==> config.mk <==
export PLATFORM = sky130hd
export DESIGN_NAME = fdct4x4_stream
export DESIGN_NICKNAME = d
export VERILOG_FILES = /design/src/rtl/fdct4x4_stream.sv
export SDC_FILE = /design/constraint.sdc
export NUM_CORES = 2
export LEC_CHECK = 0
export ABC_AREA = 1
export BUFFER_PORTS_ARGS = -buffer_cell sky130_fd_sc_hd__buf_4
export CORE_ASPECT_RATIO = 1.4
export CORE_MARGIN = 10
export CORE_UTILIZATION = 58
export DETAILED_ROUTE_END_ITERATION = 7
export GPL_ROUTABILITY_DRIVEN = 1
export PLACE_DENSITY_LB_ADDON = 0.25
export SYNTH_ARGS = -nofsm -noshare
export SYNTH_HDL_FRONTEND = slang
export SYNTH_SLANG_ARGS = --single-unit
==> constraint.sdc <==
create_clock -name clk -period 7.4 [get_ports clk]
set_clock_uncertainty 0.2 [all_clocks]
set_input_delay 1.48 -clock clk [delete_from_list [all_inputs] [get_ports clk]]
set_output_delay 1.48 -clock clk [all_outputs]
set_load 0.01 [all_outputs]
==> src/rtl/fdct4x4_stream.sv <==
// Streaming forward 4x4 integer DCT: row kernel -> ping-pong transpose bank -> column kernel.
// Define FDCT_ROUND_EN to add round-half-up before each stage shift; default build uses floor shifts.
//
// state  | meaning
// S_IDLE | no readout in flight; starts one when the next bank to read is full
// S_READ | emitting columns 1..3 of the bank at r_rd_bank
module fdct4x4_stream #(
    parameter int IN_W   = 9,
    parameter int MID_W  = 16,
    parameter int OUT_W  = 25,
    parameter int SHIFT1 = 1,
    parameter int SHIFT2 = 8
) (
    input  logic                    clk,
    input  logic                    reset,
    input  logic                    in_valid,
    input  logic                    in_first,
    input  logic signed [IN_W-1:0]  in_0,
    input  logic signed [IN_W-1:0]  in_1,
    input  logic signed [IN_W-1:0]  in_2,
    input  logic signed [IN_W-1:0]  in_3,
    output logic                    out_valid,
    output logic                    out_last,
    output logic signed [OUT_W-1:0] out_0,
    output logic signed [OUT_W-1:0] out_1,
    output logic signed [OUT_W-1:0] out_2,
    output logic signed [OUT_W-1:0] out_3
);
    localparam int ACC_W = 40;
    typedef logic signed [ACC_W-1:0] acc_t;
    localparam acc_t C64 = 64;
    localparam acc_t C83 = 83;
    localparam acc_t C36 = 36;

    typedef enum logic {S_IDLE, S_READ} state_t;

    function automatic acc_t kern(input acc_t a0, input acc_t a1, input acc_t a2,
                                  input acc_t a3, input logic [1:0] idx);
        acc_t e0, e1, o0, o1;
        e0 = a0 + a3;
        e1 = a1 + a2;
        o0 = a0 - a3;
        o1 = a1 - a2;
        case (idx)
            2'd0:    return C64 * (e0 + e1);
            2'd1:    return C83 * o0 + C36 * o1;
            2'd2:    return C64 * (e0 - e1);
            default: return C36 * o0 - C83 * o1;
        endcase
    endfunction

    function automatic acc_t shr(input acc_t v, input int s);
`ifdef FDCT_ROUND_EN
        return (v + (acc_t'(1) <<< (s - 1))) >>> s;
`else
        return v >>> s;
`endif
    endfunction

    logic signed [MID_W-1:0] r_bank [2][4][4];
    logic [1:0]              r_row_cnt;
    logic                    r_wbank;
    logic [1:0]              r_full;
    logic                    r_rd_bank;
    logic [1:0]              r_col;
    state_t                  r_state;

    logic [1:0]              w_wrow;
    logic                    w_rd;
    logic [1:0]              w_col;
    logic signed [MID_W-1:0] w_z [4];
    logic signed [OUT_W-1:0] w_y [4];

    assign w_wrow = in_first ? 2'd0 : r_row_cnt;
    assign w_rd   = (r_state == S_READ) || r_full[r_rd_bank];
    assign w_col  = (r_state == S_READ) ? r_col : 2'd0;

    always_comb begin
        for (int u = 0; u < 4; u++) begin
            w_z[u] = MID_W'(shr(kern(acc_t'(in_0), acc_t'(in_1), acc_t'(in_2), acc_t'(in_3),
                                     2'(u)), SHIFT1));
        end
    end

    // Column k of the transpose bank is the row-stage output index k of each stored row.
    always_comb begin
        for (int v = 0; v < 4; v++) begin
            w_y[v] = OUT_W'(shr(kern(acc_t'(r_bank[r_rd_bank][0][w_col]),
                                     acc_t'(r_bank[r_rd_bank][1][w_col]),
                                     acc_t'(r_bank[r_rd_bank][2][w_col]),
                                     acc_t'(r_bank[r_rd_bank][3][w_col]), 2'(v)), SHIFT2));
        end
    end

    always_ff @(posedge clk) begin
        if (in_valid) begin
            for (int u = 0; u < 4; u++) begin
                r_bank[r_wbank][w_wrow][u] <= w_z[u];
            end
        end
    end

    always_ff @(posedge clk or posedge reset) begin
        if (reset) begin
            r_row_cnt <= 2'd0;
            r_wbank   <= 1'b0;
            r_full    <= 2'b00;
            r_rd_bank <= 1'b0;
            r_col     <= 2'd0;
            r_state   <= S_IDLE;
            out_valid <= 1'b0;
            out_last  <= 1'b0;
            out_0     <= '0;
            out_1     <= '0;
            out_2     <= '0;
            out_3     <= '0;
        end else begin
            out_valid <= w_rd;
            out_last  <= w_rd && (w_col == 2'd3);
            if (w_rd) begin
                out_0 <= w_y[0];
                out_1 <= w_y[1];
                out_2 <= w_y[2];
                out_3 <= w_y[3];
                if (w_col == 2'd3) begin
                    r_full[r_rd_bank] <= 1'b0;
                    r_rd_bank         <= ~r_rd_bank;
                    r_state           <= S_IDLE;
                end else begin
                    r_col   <= w_col + 2'd1;
                    r_state <= S_READ;
                end
            end
            // Placed after the readout clear so a same-cycle fill of the other bank is never lost.
            if (in_valid) begin
                if (w_wrow == 2'd3) begin
                    r_full[r_wbank] <= 1'b1;
                    r_wbank         <= ~r_wbank;
                    r_row_cnt       <= 2'd0;
                end else begin
                    r_row_cnt <= w_wrow + 2'd1;
                end
            end
        end
    end
endmodule
### Yosys cells after proc, flatten, opt, wreduce, memory -nomap -nowiden

Memories as Yosys holds them, arrays and structs flattened.
Cells that the tools add are included.

* register bits after elaboration: 111
* latch bits: 0
* memory bits (writable): 512
* ROM bits: 0
* input bits: 40
* output and inout bits: 102
* memories: 1

Memory list
* r_bank: depth 2, bits a word 256, rd ports 1, clocked after Yosys merged registers in 0, write ports 1, RTL line 60 `logic signed [MID_W-1:0] r_bank [2][4][4];`

* add/sub/neg operators: 18
* $mul: 8
* div/mod/pow operators: 0
* $lt $le $gt $ge: 7
* equality and inequality tests: 2
* shifts and indexed selects: 0
* multiplexer cells: 807
* bitwise gates (word level): 776
* reductions and logical operators: 8

Operators with widths (number)
* 256-bit 2-to-1 mux: 4
* 1-bit 2-to-1 mux: 774
* 1-bit bitwise OR: 768
* 64-bit demux with 2-bit select: 4
* 16-bit 2-to-1 mux: 9
* 16-bit binary-select mux with 2-bit select: 4
* 64-bit 2-to-1 mux: 1
* 8-bit by 17-bit multiplier with 25-bit output, first input constant: 2
* 48-bit 2-to-1 mux: 1
* 5-bit by 17-bit multiplier with 22-bit output, first input constant: 2
* 16-bit by 16-bit adder with 17-bit output: 2
* 8-bit by 10-bit multiplier with 17-bit output, first input constant: 2
* 16-bit by 16-bit subtractor with 17-bit output: 2
* 32-bit 2-to-1 mux: 1
* 5-bit by 10-bit multiplier with 15-bit output, first input constant: 2
* 25-bit by 24-bit adder with 26-bit output: 1
* 24-bit by 25-bit subtractor with 26-bit output: 1
* 9-bit by 9-bit adder with 10-bit output: 2
* 9-bit by 9-bit subtractor with 10-bit output: 2
* 17-bit by 17-bit adder with 18-bit output: 1
* 17-bit by 17-bit subtractor with 18-bit output: 1
* 17-bit adder: 1
* 17-bit subtractor: 1
* 2-bit 2-to-1 mux: 7
* other kinds (17): 31

### Longest topological paths before layout

* depth after elaboration: 11
* gate-level depth with buffers: 47
* gate-level depth less buffers: 46

### Least setup slack after synthesis

No wires, ideal clock.

* kind: flip-flop to flip-flop
* start point: reg r_state
* end point: reg out_1[12]
* library setup time: 118 ps
* data arrival time: 7729 ps
* data required time: 7082 ps
* slack: -647 ps
* stages on the path, launching flop included: 40
* path buffers: 1
* cells stage by stage: dfrtp_1 nand2_1 nor2_1 inv_1 nor2_1 inv_1 clkbuf_1 o221ai_1 inv_1 ha_1 fa_1 or2_1 a21oi_4 a21o_1 xor2_1 ha_1 ha_1 a21oi_1 [4 not listed] a21oi_1 xor2_1 fa_1 ha_1 fa_1 inv_1 fa_1 inv_1 ha_1 nand2_1 nor4_1 nand2_1 nand2_1 nand2_1 nand2_1 nand2_1 nand3_1 nand2_1

* cells in the longest elaborated chain, start to end: 8
* elaborated cells between the ends (all ways): 20

RTL lines
* from (decl): RTL line 66 `state_t r_state;`
* from (signal assigned): RTL line 110 `r_state <= S_IDLE;`
* from (signal assigned): RTL line 128 `r_state <= S_IDLE;`
* from (signal assigned): RTL line 131 `r_state <= S_READ;`
* 2-bit 2-to-1 mux: RTL line 76 `assign w_col = (r_state == S_READ) ? r_col : 2'd0;`
* 2-bit NOT with 3-bit output (not written as such)
* 16-bit binary-select mux with 2-bit select, on equally long branches
* 16-bit 2-to-1 mux, on equally long branches (2 in a row)
* 16-bit by 16-bit subtractor with 17-bit output, on equally long branches: RTL line 42, 43
* 8-bit by 17-bit multiplier with 25-bit output / 5-bit by 17-bit multiplier with 22-bit output (equally long branches): RTL line 46 `2'd1: return C83 * o0 + C36 * o1;`
* 25-bit by 24-bit adder with 26-bit output: RTL line 46
* to (signal assigned): RTL line 122 `out_1 <= w_y[1];`
* to (decl): RTL line 25 `output logic signed [OUT_W-1:0] out_1,`

Parallel ways exist; a longest one is shown, timed or not. The select of a mux whose other input is x is not followed.
A chain may end at the register's enable or synchronous reset.

### Worst setup path in the final report

* start point: reg r_state
* end point: reg out_1[13]

Same word-level chain as after synthesis.

==> impl_metrics.ini <==
[yosys]
yosysUniqueCellTypes = 65
avgSynthCellArea_um2 = 8.59
synth_area_leader_cell = edfxtp_1
ys_top_cells_by_count = nand2_1 (1020), inv_1 (683), ha_1 (466)
netlist_instances = 4760
synth-edff-count = 424
synth.top_cell.area_share = 0.311
syn-num-nets = 5426
netlist_area_mm2 = 0.0409
synth.most_common_cell = nand2_1
ys_async_sr_fraction = 0.157
synth-main-ff-cell = edfxtp_1
synth_warnings = 0
yosys_register_bits = 503
seq_area_frac_synth = 0.360
netlist_top_cells_area = edfxtp_1 (31%), ha_1 (14%), nand2_1 (9.4%)

[worst_hold_path]
worstHoldStart = out_1[16]$_DFFE_PP0N_
hold_depth = 2
hold_path_class = flop to flop

[worst_setup_path]
critPathLaunchType = flop
path_max_fanout = 5
slowest_delay_ps = 560
crit_cells = 41
path_common_cell = nand2_2
worstPathRequired_ps = 7760
crit_arrival_ps = 7900
critPathBufInv = 7
rr_worst_depth = 41
crit_type = flop to flop
end_kind = flop
startpoint = r_state$_DFFE_PP0N_
slowest_stage = fa_1
crit_family = adder cells
r2r-start = r_state$_DFFE_PP0N_

[floorplanning]
die_h_um = 334
core_area_mm2 = 0.0701
die_area_mm2 = 0.0817
num_rows = 115
start_util = 0.583
io_pins = 142
die_x_um = 244

[grt]
grt_use_total = 0.320
grt_remaining_overflow = 0
grt_max_degree = 70
grt_pass1_wl_um = 203000
grt_pass1_vias = 37600
grt_antenna_before_repair = 0

[timing]
min_period_ps = 7530
finalMaxSlewViolations = 0
worstMarginPinSlew_ps = 1380
setup_tns_ps = -1020
finalSetupViolCount = 12
rsz0062_at_grt = yes
relSlewSlack = 0.0773
setup_slack_ps = -132
hold_viol_final = 0
fin_crit_sh = 1.02
fmax_mhz = 133

[final_layout]
stdcell_area_mm2 = 0.0511
fin_cells = 6420
finalNetCount = 6111
syn2layout_area_growth_pct = 25.0
antenna_cells = 0
drive_gt1_frac = 0.223

[drt]
dr.pass1.iters = 6
vias = 36600
drt-vias-per-instance = 5.71
antenna_left = 0
wl_um = 136000
drt-initial-drc-count = 2828
route.detailed.drc = 0
wl_per_cell_um = 21.2

[outcome]
violations = negative setup slack
status = finished with violations

[clocking]
insertion_delay_ps = 650
clkTransAtPathRegs_ps = 70
clk_path_buf_depth = 3
htreeDepth = 2
cts_root_buf = clkbuf_16
cts_tree = yes
cts.sinks = 503
numCtsBuffers = 49
cts_hold_buffers = 0

[placed_design]
port_buffers = 141
dp.cells = 6275
gp_congestion = 1.03
post_dp_cell_area_mm2 = 0.0473
dp_hpwl_um = 104000

[run]
drv_cap = 0
sequential cells by signal (all words and copies together), names as in the netlist:
signal and count:
out_0 16, out_1 18, out_2 16, out_3 18
out_last 1, out_valid 1, r_bank 424, r_col 2
r_full 2, r_rd_bank 1, r_row_cnt 2, r_state 1
r_wbank 1
worst reg2reg max path, delay by kind of cell, from the launching register on:
kind / cells / cell delay, ps
buffers and inverters: 7 / 440
AND/OR/NAND/NOR: 19 / 2340
adder cells (fa/ha/maj): 8 / 2980
flip-flops: 1 / 390
AO/OA/AOI/OAI: 5 / 740
XOR/XNOR: 2 / 380
cell type report:
class,count,area (um2)
multi-input cells,3395,24500
well taps,936,1170
fillers,5288,19000
inverters,688,2620
flip-flops and latches,503,14700
clock inverters,27,270
clock buffers,63,1320
repair buffers,808,6500
what timing repair did:
action                     4_1_cts  5_1_grt
pin swaps                       38      119
cloned                           1        3
gates resized for setup        123      235
setup endpoints to repair       24       86
buffers inserted                17       35
final timing paths:
path | endpoint | slack (ps)
setup / recovery | out_1[13]$_DFFE_PP0N_ | -130
hold / removal | out_1[16]$_DFFE_PP0N_ | 280
setup reg to reg | out_1[13]$_DFFE_PP0N_ | -130
hold reg to reg | out_1[16]$_DFFE_PP0N_ | 280
max in group asynchronous | r_rd_bank$_DFFE_PP0P_ | 5150
min in group asynchronous | out_3[6]$_DFFE_PP0N_ | 610
metal layers:
layer,part of all wire,global-route usage
met5,0,0
met4,0.094,0.257
met3,0.060,0.0462
met1,0.32,0.307
met2,0.52,0.597
cells in the final DEF (no fill, tap or decap), types with 155 or more instances in the layout:
cell,synthesis,final
a21oi_1,275,239
nand2_1,1020,972
inv_1,683,655
o21ai_0,296,272
edfxtp_1,424,424
fa_1,160,155
nor2_1,376,340
ha_1,466,417
nand3_1,220,207
buf_4,33,763
logic make-up (layout without fill, tap and decap cells):
logic type               Yosys count  in the layout  synth area share
AND/OR/NAND/NOR                 1765           1765             0.177
buffers and inverters            862           1586            0.0844
AO/OA/AOI/OAI                    821            821             0.117
adder cells (fa/ha/maj)          626            626             0.221
flip-flops                       503            503             0.360
XOR/XNOR                         183            183            0.0409
stage by stage:
| stage | hold WS [ps] | util | setup WS (ps) |
|---|---|---|---|
| after floorplan | 253 | - | 20.2 |
| after global placement | 266 | 0.675 | -475 |
| after detailed placement | 267 | 0.675 | -583 |
| after CTS | 284 | 0.708 | -4.77 |
| after global routing | 301 | 0.729 | -484 |
| final | 279 | 0.729 | -132 |
Power is left out: the tool's default activity adds up to more than one toggle a clock period on the data nets, which glitch-free logic cannot reach.
